### config.mk
export PLATFORM = sky130hd
export DESIGN_NAME = padding_scan_ctrl
export DESIGN_NICKNAME = d
export VERILOG_FILES = /design/src/rtl/padding_pkg.sv /design/src/rtl/padding_scan_ctrl_raster_counter.sv /design/src/rtl/padding_scan_ctrl.sv
export SDC_FILE = /design/constraint.sdc
export NUM_CORES = 1
export LEC_CHECK = 0
export BUFFER_PORTS_ARGS = -buffer_cell sky130_fd_sc_hd__buf_2
export CORE_MARGIN = 2
export CORE_UTILIZATION = 52
export CTS_CLUSTER_SIZE = 28
export DETAILED_ROUTE_END_ITERATION = 8
export PLACE_DENSITY = 0.83
export REMOVE_ABC_BUFFERS = 1
export SLEW_MARGIN = 0
export SYNTH_ARGS = -nofsm -noshare
export SYNTH_HDL_FRONTEND = slang
export SYNTH_SLANG_ARGS = --single-unit
### constraint.sdc
create_clock -name clk -period 4.7 [get_ports clk]
set_input_delay 0.94 -clock clk [delete_from_list [all_inputs] [get_ports clk]]
set_output_delay 0.94 -clock clk [all_outputs]
set_load 0.03 [all_outputs]
### src/rtl/padding_pkg.sv
// Shared definitions for the padding address unit and its scan sequencers.
package padding_pkg;

  localparam int unsigned ADDR_W_DEF  = 64;
  localparam int unsigned COORD_W_DEF = 11;
  localparam int unsigned PAD_W_DEF   = 4;

  // realAddrEn encoding returned by the padding unit
  localparam logic [1:0] EN_FALSE = 2'd0;
  localparam logic [1:0] EN_PAD   = 2'd1;
  localparam logic [1:0] EN_FM    = 2'd2;

  typedef enum logic [1:0] {
    IDLE  = 2'd0,
    BUSY  = 2'd1,
    DRAIN = 2'd2
  } scanState_t;

endpackage

### src/rtl/padding_scan_ctrl_raster_counter.sv
// Raster-order (y outer, x inner) coordinate walker over a W x H extent.
module raster_counter #(
  parameter int unsigned COORD_W = 11
) (
  input  logic               clk,
  input  logic               rst,
  input  logic               load,
  input  logic [COORD_W:0]   extW,
  input  logic [COORD_W:0]   extH,
  input  logic               advance,
  output logic [COORD_W-1:0] x,
  output logic [COORD_W-1:0] y,
  output logic               atLast_c
);

  localparam int unsigned EW = COORD_W + 1;

  logic [COORD_W:0] wReg;
  logic [COORD_W:0] hReg;
  logic             xLast;
  logic             yLast;

  // extents reach 2^COORD_W, so compare one bit wider than the coordinates
  assign xLast    = (EW'(x) + EW'(1)) == wReg;
  assign yLast    = (EW'(y) + EW'(1)) == hReg;
  assign atLast_c = xLast & yLast;

  always_ff @(posedge clk) begin
    if (rst) begin
      wReg <= '0;
      hReg <= '0;
      x    <= '0;
      y    <= '0;
    end else if (load) begin
      wReg <= extW;
      hReg <= extH;
      x    <= '0;
      y    <= '0;
    end else if (advance) begin
      if (xLast) begin
        x <= '0;
        y <= yLast ? '0 : y + COORD_W'(1);
      end else begin
        x <= x + COORD_W'(1);
      end
    end
  end

endmodule

### src/rtl/padding_scan_ctrl.sv
// Walks the padded feature map, drives the padding unit and streams its
// results downstream through a one-entry valid/ready output register.
module padding_scan_ctrl
  import padding_pkg::*;
#(
  parameter int unsigned ADDR_W  = ADDR_W_DEF,
  parameter int unsigned COORD_W = COORD_W_DEF,
  parameter int unsigned PAD_W   = PAD_W_DEF
) (
  input  logic                 clk,
  input  logic                 rst,
  input  logic                 start,
  input  logic [ADDR_W-1:0]    cfgBaseAddr,
  input  logic [COORD_W-1:0]   cfgFmX,
  input  logic [COORD_W-1:0]   cfgFmY,
  input  logic [PAD_W-1:0]     cfgPadUp,
  input  logic [PAD_W-1:0]     cfgPadDown,
  input  logic [PAD_W-1:0]     cfgPadLeft,
  input  logic [PAD_W-1:0]     cfgPadRight,
  input  logic                 cfgSkipPad,
  output logic                 busy,
  output logic                 done,
  output logic                 cfgErr,
  output logic                 protoErr,
  output logic [COORD_W-1:0]   padX,
  output logic [COORD_W-1:0]   padY,
  output logic [ADDR_W-1:0]    padBaseAddr,
  output logic [COORD_W-1:0]   padFmX,
  output logic [COORD_W-1:0]   padFmY,
  output logic [PAD_W-1:0]     padUp,
  output logic [PAD_W-1:0]     padDown,
  output logic [PAD_W-1:0]     padLeft,
  output logic [PAD_W-1:0]     padRight,
  output logic                 padInReady,
  input  logic [ADDR_W-1:0]    padRealAddr,
  input  logic [1:0]           padRealAddrEn,
  input  logic                 padOutReady,
  output logic                 outValid,
  input  logic                 outReady,
  output logic [ADDR_W-1:0]    outAddr,
  output logic [1:0]           outAddrEn,
  output logic [COORD_W-1:0]   outX,
  output logic [COORD_W-1:0]   outY,
  output logic [2*COORD_W-1:0] beatCnt
);

  localparam int unsigned EXT_W = COORD_W + 2;
  localparam int unsigned CNT_W = 2 * COORD_W;
  localparam logic [EXT_W-1:0] EXT_MAX = EXT_W'(2 ** COORD_W);

  scanState_t state, nextState;

  logic [EXT_W-1:0]   extW;
  logic [EXT_W-1:0]   extH;
  logic               tooBig;
  logic               zeroExt;
  logic               startScan;
  logic               capture;
  logic               loadBeat;
  logic               protoHit;
  logic               doneNext;
  logic               cfgErrNext;
  logic               atLast;
  logic               skipPad;
  logic [COORD_W-1:0] curX;
  logic [COORD_W-1:0] curY;

  assign extW    = EXT_W'(cfgFmX) + EXT_W'(cfgPadLeft) + EXT_W'(cfgPadRight);
  assign extH    = EXT_W'(cfgFmY) + EXT_W'(cfgPadUp) + EXT_W'(cfgPadDown);
  assign tooBig  = (extW > EXT_MAX) || (extH > EXT_MAX);
  assign zeroExt = (extW == '0) || (extH == '0);

  raster_counter #(.COORD_W(COORD_W)) uCounter (
    .clk      (clk),
    .rst      (rst),
    .load     (startScan),
    .extW     ((COORD_W+1)'(extW)),
    .extH     ((COORD_W+1)'(extH)),
    .advance  (capture),
    .x        (curX),
    .y        (curY),
    .atLast_c (atLast)
  );

  assign padX = curX;
  assign padY = curY;

  always_ff @(posedge clk) begin
    if (rst) begin
      state      <= IDLE;
      busy       <= 1'b0;
      padInReady <= 1'b0;
      done       <= 1'b0;
      cfgErr     <= 1'b0;
    end else begin
      state      <= nextState;
      busy       <= nextState != IDLE;
      padInReady <= nextState == BUSY;
      done       <= doneNext;
      cfgErr     <= cfgErrNext;
    end
  end

  // A full output register blocks capture unless it drains this same cycle
  always_comb begin
    nextState  = state;
    doneNext   = 1'b0;
    cfgErrNext = 1'b0;
    startScan  = 1'b0;
    capture    = 1'b0;
    unique case (state)
      IDLE: begin
        if (start) begin
          if (tooBig) begin
            cfgErrNext = 1'b1;
          end else if (zeroExt) begin
            doneNext = 1'b1;
          end else begin
            startScan = 1'b1;
            nextState = BUSY;
          end
        end
      end
      BUSY: begin
        capture = padOutReady & (~outValid | outReady);
        if (capture && atLast) nextState = DRAIN;
      end
      DRAIN: begin
        if (!outValid || outReady) begin
          doneNext  = 1'b1;
          nextState = IDLE;
        end
      end
      default: nextState = IDLE;
    endcase
    loadBeat = capture & ((padRealAddrEn == EN_FM) | ((padRealAddrEn == EN_PAD) & ~skipPad));
    protoHit = capture & (padRealAddrEn == EN_FALSE);
  end

  always_ff @(posedge clk) begin
    if (rst) begin
      padBaseAddr <= '0;
      padFmX      <= '0;
      padFmY      <= '0;
      padUp       <= '0;
      padDown     <= '0;
      padLeft     <= '0;
      padRight    <= '0;
      skipPad     <= 1'b0;
      protoErr    <= 1'b0;
      beatCnt     <= '0;
      outValid    <= 1'b0;
      outAddr     <= '0;
      outAddrEn   <= '0;
      outX        <= '0;
      outY        <= '0;
    end else begin
      if (startScan) begin
        padBaseAddr <= cfgBaseAddr;
        padFmX      <= cfgFmX;
        padFmY      <= cfgFmY;
        padUp       <= cfgPadUp;
        padDown     <= cfgPadDown;
        padLeft     <= cfgPadLeft;
        padRight    <= cfgPadRight;
        skipPad     <= cfgSkipPad;
        protoErr    <= 1'b0;
        beatCnt     <= '0;
      end else begin
        if (protoHit) protoErr <= 1'b1;
        if (outValid && outReady) beatCnt <= beatCnt + CNT_W'(1);
      end
      if (loadBeat) begin
        outValid  <= 1'b1;
        outAddr   <= padRealAddr;
        outAddrEn <= padRealAddrEn;
        outX      <= curX;
        outY      <= curY;
      end else if (outReady) begin
        outValid <= 1'b0;
      end
    end
  end

endmodule

### Yosys cells after proc, flatten, opt, wreduce, memory -nomap -nowiden

Index checks and enable logic that the tools add are counted.

* register bits after elaboration: 267
* input bits: 174
* output and inout port bits: 240
* logic and storage cells: 89

* add/subtract/negate cells: 9
* order comparisons: 2
* equal/unequal tests: 7
* muxes and demuxes: 21
* bitwise logic cells: 11
* reduce and logical (&&, ||, !) cells: 15

Operators with widths (count)
* adder 12 x 4 -> 13 bit: 2
* greater-than comparator 13 x 12 -> 1 bit (second input constant): 2
* zero test 13 bit: 2
* adder 11 x 1 -> 12 bit (second input constant): 2
* adder 11 x 4 -> 12 bit: 2
* equality test 12 bit: 2
* adder 11 x 1 -> 11 bit (second input constant): 2
* adder 22 x 1 -> 22 bit (second input constant): 1
* 2-to-1 mux 11 bit: 2
* 2-to-1 mux 1 bit: 12
* 2-to-1 mux 2 bit: 5
* equality test 2 x 1 -> 1 bit (second input constant): 3
* one-hot mux 2 bit (3 select lines): 1
* AND 1 bit: 5
* equality test 2 bit (second input constant): 2
* zero test 2 bit: 2
* inverter 1 bit: 4
* nonzero test 2 bit: 2
* logical OR 1 bit: 3
* OR reduction 3 bit: 1
* logical AND 1 bit: 2
* bitwise OR 1 bit: 2
* one-hot mux 1 bit (2 select lines): 1
* AND reduction 2 bit: 1
* other kinds (2): 2

### Logic depth before layout (Yosys ltp)

Gate-level depths: netlist (run 1).

* depth in word-level cells: 9
* depth in mapped cells: 17
* depth with buffers taken out: 13

### By module

A second synthesis (run 1) with hierarchy kept.

* cell total of the unflattened synthesis: 1409
* area, all modules: 12435.7 µm²

By module, submodules not included
* padding_scan_ctrl: instances 1, cells an instance 1098, area each 9754.4 µm², sequential area each 4424.2 µm²
* raster_counter: instances 1, cells an instance 311, area each 2681.3 µm², sequential area each 920.9 µm²

### Least setup slack after synthesis (run 1)

Ideal clock, no wire load.

* path type: input to register
* start point: input cfgFmX[1]
* end point: register uCounter.hReg[4]
* library setup time: 0.121 ns
* arrival: 4.145 ns
* required time: 4.579 ns
* setup slack: 0.435 ns
* stages: 12
* buffers on the path: 1
* cells stage by stage: fa_1 -> ha_1 -> inv_1 -> fa_1 -> nand2b_1 -> a21oi_2 -> nand3_1 -> a2111oi_4 -> a22oi_2 -> nor4_4 -> buf_4 -> mux2_2

* word-level cells in the longest chain between the ends: 8

RTL lines
* start: declaration: line padding_scan_ctrl.sv:14 `input logic [COORD_W-1:0] cfgFmX,`
* adder 11 x 4 -> 12 bit *: line padding_scan_ctrl.sv:68 `assign extW = EXT_W'(cfgFmX) + EXT_W'(cfgPadLeft) + EXT_W'(cfgPadRight);`
* adder 12 x 4 -> 13 bit *: line padding_scan_ctrl.sv:68
* branches (longest 3 deep; another with greater-than comparator 13 x 12 -> 1 bit)
* 2-to-1 mux 1 bit *: line padding_scan_ctrl.sv:114 `if (tooBig) begin`
* 2-to-1 mux 1 bit *: line padding_scan_ctrl.sv:113 `if (start) begin`
* 2-to-1 mux 1 bit *: line padding_scan_ctrl.sv:111 `unique case (state)`
* end signal: assignment: line padding_scan_ctrl_raster_counter.sv:36 `hReg <= extH;`
* end: declaration: line padding_scan_ctrl_raster_counter.sv:19 `logic [COORD_W:0] hReg;`

Every way passes the cells marked *.
A chain may end at the register's enable or synchronous reset.

### Worst setup path after layout (run 1)

* start point: input cfgFmX[1]
* end point: register padFmY[2]

* word-level cells in the longest chain between the ends: 8

RTL lines
* adder 11 x 4 -> 12 bit *: line padding_scan_ctrl.sv:68
* adder 12 x 4 -> 13 bit *: line padding_scan_ctrl.sv:68
* branches (longest 3 deep; another with greater-than comparator 13 x 12 -> 1 bit)
* 2-to-1 mux 1 bit *: line padding_scan_ctrl.sv:114
* 2-to-1 mux 1 bit *: line padding_scan_ctrl.sv:113
* 2-to-1 mux 1 bit *: line padding_scan_ctrl.sv:111
* end signal: assignment: line padding_scan_ctrl.sv:161 `padFmY <= cfgFmY;`
* end: declaration: line padding_scan_ctrl.sv:29 `output logic [COORD_W-1:0] padFmY,`

Marks and branches as above.

==> results by group, run 1 <==
Placement
  • Placed insts: 2145
  • I/O Buffers: 413
  • Final HPWL DP: 27860 microns
  • Routability cong.: 0.8887

Clock network
  • Clock buffer depth: 3
  • Post-CTS setup buffers: 0
  • CTS Hold Buffers Added: 0
  • Root buf cell: clkbuf_16
  • Post_cts resized: 0
  • Register clock-pin slew on the reported worst setup and hold paths: 0.06 ns
  • # clock sinks: 267
  • TritonCTS Buffers: 29
  • H-tree depth: 1
  • Clk Latency, worst-skew pair: 0.56 ns
  • CTS tree: built

Critical path
  • Critical Path AT: 4.38 ns
  • Critical path class: primary input to flop
  • R2R setup slack: 1.42 ns
  • Crit path launch type: primary input
  • Reg2reg start: uCounter.x[0]$_SDFFE_PP0P_
  • Critical path's slowest cell: o41ai_1
  • Worst R2R Path Depth: 8
  • WP data required: 5.11 ns
  • Worst reg2reg endpoint: busy$_SDFF_PP0_
  • Critical path peak fanout: 68
  • Critical path, cell by cell: buf_2 > fa_1 > ha_1 > inv_1 > fa_1 > nand2b_1 > a21oi_2 > buf_4 > or3_1 > a2111oi_4 > a22oi_2 > buf_4 > o41ai_1 > a21oi_1
  • Crit-path max cell delay: 0.53 ns
  • CP endpoint kind: flop

Floorplanning
  • Die width: 162.8 microns
  • Chip height: 162.8 microns
  • Site Rows: 58
  • I/O pins: 414
  • Starting Density: 0.5255
  • CORE AREA: 0.02496 sq mm
  • Area of the die: 0.02652 sq mm

Worst hold path
  • Min-Delay Path Class: flop to flop
  • End point of the worst hold path: outY[5]$_SDFFE_PP0P_
  • Hold depth: 2
  • Hold Startpoint: outY[5]$_SDFFE_PP0P_

Route
  • Detailed Routing Iterations Pass 1: 7
  • Final ANT Viol Nets: 0
  • Starting DRT DRC Count: 1262
  • DR vias/cell: 6.113
  • Via count: 13443
  • Routed WL: 41810 microns
  • Routed len/inst: 19.01 microns
  • # DRC: 0

Synthesis
  • Register bit total from synthesis: 267
  • Post-synth EDFFs: 0
  • Synth top area share: 0.4074
  • Dominant cell type by area after synthesis: dfxtp_1
  • Ys async rst share: 0
  • Ys Warns: 0
  • Sequential area share after synthesis: 0.4074
  • Synth cell types: 69
  • Syn Area/Cell: 8.442 sq um
  • Predominant post-synthesis flop cell: dfxtp_1
  • Cells after Synth: 1554
  • Commonest cells in the synthesized netlist: dfxtp_1, a21oi_1, nand2_1, clkbuf_1, o2111ai_1
  • Synth area leaders: dfxtp_1, a21oi_1, o2111ai_1, o41ai_1, nand2_1
  • Most frequent cell after synthesis: dfxtp_1
  • Syn Std Cell Area: 0.01312 sq mm

Power
  • Power Total: 5.705 mW
  • Leak: 6.540 nW
  • Pwr Density: 351.8 mW/mm^2
  • Worst vdd ir: 0.2966 mV

Timing
  • Tightest Pin Transition: 0.9325 ns
  • Final Hold Viols: 0
  • Pins over their slew limit: 0
  • Layout Skew: 0.02514 ns
  • Final setup fails: 0
  • Setup TNS: 0 ns
  • Crit share post-route: 0.8437
  • Max-slew headroom: 0.3783
  • Fin crit period: 3.965 ns
  • RSZ-0062 raised after global routing: no
  • Fmax achieved: 0.2522 GHz

Global route
  • Total GRT Usage: 0.2997
  • Initial antenna violation count: 3
  • Vias in the first global route: 12688
  • Global-route wire length before repair: 65690 microns
  • Grt ovf: 0
  • Largest net degree at the start of global routing: 146

Layout
  • Share of the core filled with cells: 0.6497
  • Finished Layout Cells: 2199
  • Synthesis-to-layout area growth: 23.62%
  • Layout cells sized above 1: 0.2885
  • Layout Nets: 2041

Job
  • Max_cap viols: 0

Status
  • Status: finished, final reports clean
==> worst max-delay path, delay by kind of cell <==
family,cells,cell delay [ns]
adder cells (fa/ha/maj),3,0.90
AO/OA/AOI/OAI,5,1.29
buffers and inverters,4,0.71
AND/OR/NAND/NOR,2,0.49
==> through the flow <==
stage / hold slack [ns] / instance area (sq um) / setup WS, ns
after floorplan: 0.4308 / 12340 / -2.581
after global placement: 0.4384 / 15240 / 0.2989
after detailed placement: 0.4437 / 15240 / 0.2309
after CTS: 0.4519 / 16220 / 0.7520
after global routing: 0.4698 / 16220 / 0.5231
final: 0.4520 / 16220 / 0.7348
==> worst max path at each step <==
| stage | start | endpoint | slack (ns) | cells after the start |
|---|---|---|---|---|
| 2_1_floorplan | cfgFmY[1] | busy$_SDFF_PP0_ | -2.58 | 13 |
| 3_3_place_gp | cfgFmX[1] | padDown[0]$_SDFFE_PP0P_ | 0.30 | 14 |
| 3_5_place_dp | cfgFmX[1] | padDown[3]$_SDFFE_PP0P_ | 0.23 | 14 |
| 4_1_cts | cfgFmX[1] | padBaseAddr[51]$_SDFFE_PP0P_ | 0.75 | 14 |
| 5_1_grt | cfgFmX[1] | padFmY[2]$_SDFFE_PP0P_ | 0.52 | 13 |
| 6_report | cfgFmX[1] | padFmY[2]$_SDFFE_PP0P_ | 0.73 | 14 |
==> kinds of logic after synthesis <==
kind of cell    after synthesis  synth area share
compound gates              536            0.2901
simple gates                443            0.1559
flops                       267            0.4074
buf+inv                     212           0.06829
xor+xnor                     60           0.04006
fa+ha+maj                    21           0.02575
mux                          15           0.01240
==> power by group <==
part	total, mW	switching, mW	internal (mW)
combinational	0.942	0.600	0.342
clock	2.33	0.964	1.36
sequential	2.44	0.0662	2.37
==> layer usage <==
layer / vias up / global-route usage / wire, microns
met5: - / 0 / 7
met3: 106 / 0.07843 / 3712
met4: 2 / 0.1319 / 1723
li1: 6365 / - / -
met2: 643 / 0.5146 / 20230
met1: 6327 / 0.3523 / 16140
==> layout by cell type, fill, tap and decap left out, types with 13 or more instances in the layout <==
cell type,n
o41ai_1,105
xnor2_1,34
xor2_1,26
nor2_1,67
buf_4,18
nor3_1,15
nand3_1,51
inv_1,31
nor2b_1,14
clkbuf_16,29
o2111ai_1,106
a31oi_1,13
nand2_1,215
o21ai_0,13
a21oi_1,218
buf_2,412
a211oi_1,13
dfxtp_1,267
==> registers in the layout, indices dropped and copies added (netlist names), 2 cells and up <==
| name | flops |
|---|---|
| padDown | 4 |
| uCounter.wReg | 12 |
| beatCnt | 22 |
| uCounter.x | 11 |
| padRight | 4 |
| padUp | 4 |
| padLeft | 4 |
| padFmX | 11 |
| padFmY | 11 |
| outX | 11 |
| state | 2 |
| outAddrEn | 2 |
| uCounter.hReg | 12 |
| outY | 11 |
| uCounter.y | 11 |
| padBaseAddr | 64 |
| outAddr | 64 |
==> cell type report <==
class	instances	area, sq um
antenna	1	2.502
timing repair buffer	442	2429
clock inverter	18	182.7
inverter	31	116.4
fill	2108	8746
sequential	267	5345
tap	330	412.9
clock buffer	35	788.3
multi-input combinational	1075	6942
(Power assumes the default switching activity.)
==> inputs of run 2 (changes only) <==
--- a/config.mk
+++ b/config.mk
@@ -7,10 +7,10 @@
 export LEC_CHECK = 0
 export BUFFER_PORTS_ARGS = -buffer_cell sky130_fd_sc_hd__buf_2
 export CORE_MARGIN = 2
-export CORE_UTILIZATION = 52
+export CORE_UTILIZATION = 47
 export CTS_CLUSTER_SIZE = 28
 export DETAILED_ROUTE_END_ITERATION = 8
-export PLACE_DENSITY = 0.83
+export PLACE_DENSITY = 0.79
 export REMOVE_ABC_BUFFERS = 1
 export SLEW_MARGIN = 0
 export SYNTH_ARGS = -nofsm -noshare
==> constraint.sdc (replaced) <==
create_clock -name clk -period 3.5 [get_ports clk]
set_input_delay 0.7 -clock clk [delete_from_list [all_inputs] [get_ports clk]]
set_output_delay 0.7 -clock clk [all_outputs]
set_load 0.03 [all_outputs]
==> run 2 against run 1 <==
The run now ends with negative setup slack left; via count increased by 6.4%; die area up 10%; clock-buffer cell count is 9 higher; setup slack got worse by 0.88 ns; cell count up 7.2%; register-to-register slack got worse by 0.93 ns; design area increased by 16%; wire length grew 18%; clock skew is 0.0062 ns higher; worst hold slack worse by 0.057 ns; sequential share of layout area down 4.6 points; critical path type unchanged; critical endpoint is now padBaseAddr[18]$_SDFFE_PP0P_; largest power group unchanged; highest routed layer unchanged.
==> results by group, run 2 (synthesis gave the netlist of run 1 again) <==
Power
  • Pwr Density: 430.2 mW/mm^2
  • Leak: 7.652 nW
  • Worst vdd ir: 0.3362 mV

Placement
  • I/O Buffers: 413
  • Placed inst area: 0.01605 sq mm
  • Routability cong.: 0.8698
  • Placed insts: 2267
  • Final HPWL DP: 30060 microns

Layout
  • Post-route cell area: 0.01887 sq mm
  • Layout Nets: 2153
  • Layout cells sized above 1: 0.3932
  • Top Registers: outAddr x64, padBaseAddr x64, beatCnt x22
  • Finished Layout Cells: 2358
  • FILL cells: 2131
  • Most common cell after layout, fill and taps aside: buf_2
  • Synthesis-to-layout area growth: 43.83%
  • Commonest cells after routing, fill and taps aside: buf_2, dfxtp_1, nand2_1, a21oi_1, o2111ai_1

Timing
  • Setup WS post-layout: -0.1469 ns
  • RSZ-0062 raised after global routing: yes
  • Crit share post-route: 1.042
  • Pins over their slew limit: 0
  • Tightest Pin Transition: 0.9289 ns
  • Fin crit period: 3.647 ns
  • Fmax achieved: 0.2742 GHz
  • Layout Skew: 0.03132 ns
  • Final Hold Viols: 0
  • Final setup fails: 80
  • Max-slew headroom: 0.3808

Clock network
  • TritonCTS Buffers: 30
  • CTS Hold Buffers Added: 0
  • CTS tree: built
  • # clock sinks: 267
  • Register clock-pin slew on the reported worst setup and hold paths: 0.06 ns
  • Clk Latency, worst-skew pair: 0.56 ns
  • Root buf cell: clkbuf_16
  • H-tree depth: 1
  • Clock buffer depth: 3

Route
  • DR vias/cell: 6.067
  • Routed len/inst: 20.87 microns
  • M1 wire length: 17660 microns
  • Detailed Routing Iterations Pass 1: 5
  • DR WL met2: 24310 microns
  • Routed WL: 49210 microns
  • Via count: 14306
  • Starting DRT DRC Count: 1174
  • Final ANT Viol Nets: 0
  • Metal3 WL: 4456 microns
  • Max layer used: met5
  • # DRC: 0

Global route
  • Global-route wire length before repair: 65750 microns
  • Grt ovf: 0
  • Total GRT Usage: 0.2752
  • Largest net degree at the start of global routing: 128
  • Initial antenna violation count: 6
  • Vias in the first global route: 12397

Status
  • Status: complete, but fails checks
  • Failing checks: negative setup slack

Critical path
  • Crit path launch type: primary input
  • R2R setup slack: 0.49 ns
  • Critical path's slowest cell: fa_1
  • CP endpoint kind: flop
  • Critical path peak fanout: 6
  • Most used cell, CP: buf_8
  • Reg2reg start: uCounter.x[0]$_SDFFE_PP0P_
  • CP bufs+invs: 7
  • Worst reg2reg endpoint: uCounter.y[7]$_SDFFE_PP0P_
  • Crit. path cell count: 17
  • Critical Path AT: 4.11 ns
  • Crit-path max cell delay: 0.46 ns
  • Critical path class: primary input to flop
  • Critical path, cell by cell: buf_8 > inv_4 > fa_1 > inv_1 > ha_2 > inv_2 > fa_2 > nand2b_4 > a211oi_4 > mux2i_1 > and2_4 > buf_6 > and3b_4 > clkbuf_16 > buf_8 > o2111ai_2 > a21oi_1
  • Worst R2R Path Depth: 9
  • WP data required: 3.97 ns
  • Crit path max-delay family: adder cells

Worst hold path
  • Hold Startpoint: padRealAddr[51]
  • End point of the worst hold path: outAddr[51]$_SDFFE_PP0P_
  • Min-Delay Path Class: primary input to flop
  • Hold depth: 3

Floorplanning
  • Die width: 171.1 microns
  • CORE AREA: 0.02763 sq mm
  • I/O pins: 414
  • Starting Density: 0.4748
  • Site Rows: 61
  • Chip height: 171.1 microns
  • Area of the die: 0.02926 sq mm

Job
  • Max_cap viols: 0
-- run 2: cell types whose count changed in the layout (fill, tap and decap cells not counted), sizes merged --
cell    before  now
clkinv      11    2
inv         34   31
buf        442  536
clkbuf      35   61
diode        1    4
-- run 2: worst reg2reg max path: stages, from the launching register on --
cell and delay, ns:
dfxtp_1 0.47, ha_1 0.34, nand3_1 0.34, o21ai_0 0.35, a21oi_1 0.16, nor4_1 0.52, nand3_1 0.19, buf_4 0.22
a22oi_1 0.20, a21oi_1 0.08
-- run 2: final cells by class --
class                      instances  area, sq um  area share
timing repair buffer             553         3950      0.2093
clock buffer                      44        894.6     0.04741
multi-input combinational       1075         7970      0.4224
clock inverter                     6        107.6    0.005703
antenna                            4        10.01   0.0005305
sequential                       267         5345      0.2833
tap                              378        473.0     0.02506
inverter                          31        118.9    0.006299
-- run 2: worst max path at each step --
stage	startpoint	endpoint	slack (ns)
after floorplan	cfgFmY[1]	busy$_SDFF_PP0_	-3.54
after global placement	cfgFmX[1]	beatCnt[20]$_SDFFE_PP0P_	-0.54
after detailed placement	cfgFmY[1]	padBaseAddr[56]$_SDFFE_PP0P_	-0.65
after CTS	cfgFmX[1]	beatCnt[17]$_SDFFE_PP0P_	-0.002
after global routing	cfgPadDown[1]	padBaseAddr[18]$_SDFFE_PP0P_	-0.24
final	cfgPadDown[1]	padBaseAddr[18]$_SDFFE_PP0P_	-0.15
-- run 2: stage by stage --
| step | setup slack (ns) | hold WS, ns | power, mW | TNS (ns) | utilization |
|---|---|---|---|---|---|
| floorplan | -3.541 | 0.4308 | 4.104 | -547.17 | - |
| global placement | -0.5357 | 0.4383 | 4.697 | -86.40 | 0.5808 |
| detailed placement | -0.6490 | 0.4440 | 4.724 | -96.55 | 0.5808 |
| CTS | -0.002116 | 0.3668 | 7.915 | -0.002116 | 0.6172 |
| global route | -0.2366 | 0.3765 | 8.399 | -13.44 | 0.6828 |
| finish | -0.1469 | 0.3954 | 8.117 | -2.933 | 0.6830 |
-- run 2: per-layer routing --
metal	vias up	GRT usage
met3	179	0.07379
met5	-	0
met1	6777	0.3236
met2	753	0.4734
li1	6593	-
met4	4	0.1150
-- run 2: what timing repair did --
item / 4_1_cts / 5_1_grt
gates cloned: 0 / 26
resized for setup: 2 / 198
setup buffers: 0 / 11
endpoints found under the setup margin: 49 / 176
pin swaps: 1 / 50
-- run 2: power by group --
group | leakage, nW | switching, mW | internal, mW
combinational | 4.99 | 0.932 | 0.674
clock | 0.490 | 1.25 | 1.97
sequential | 2.17 | 0.109 | 3.18
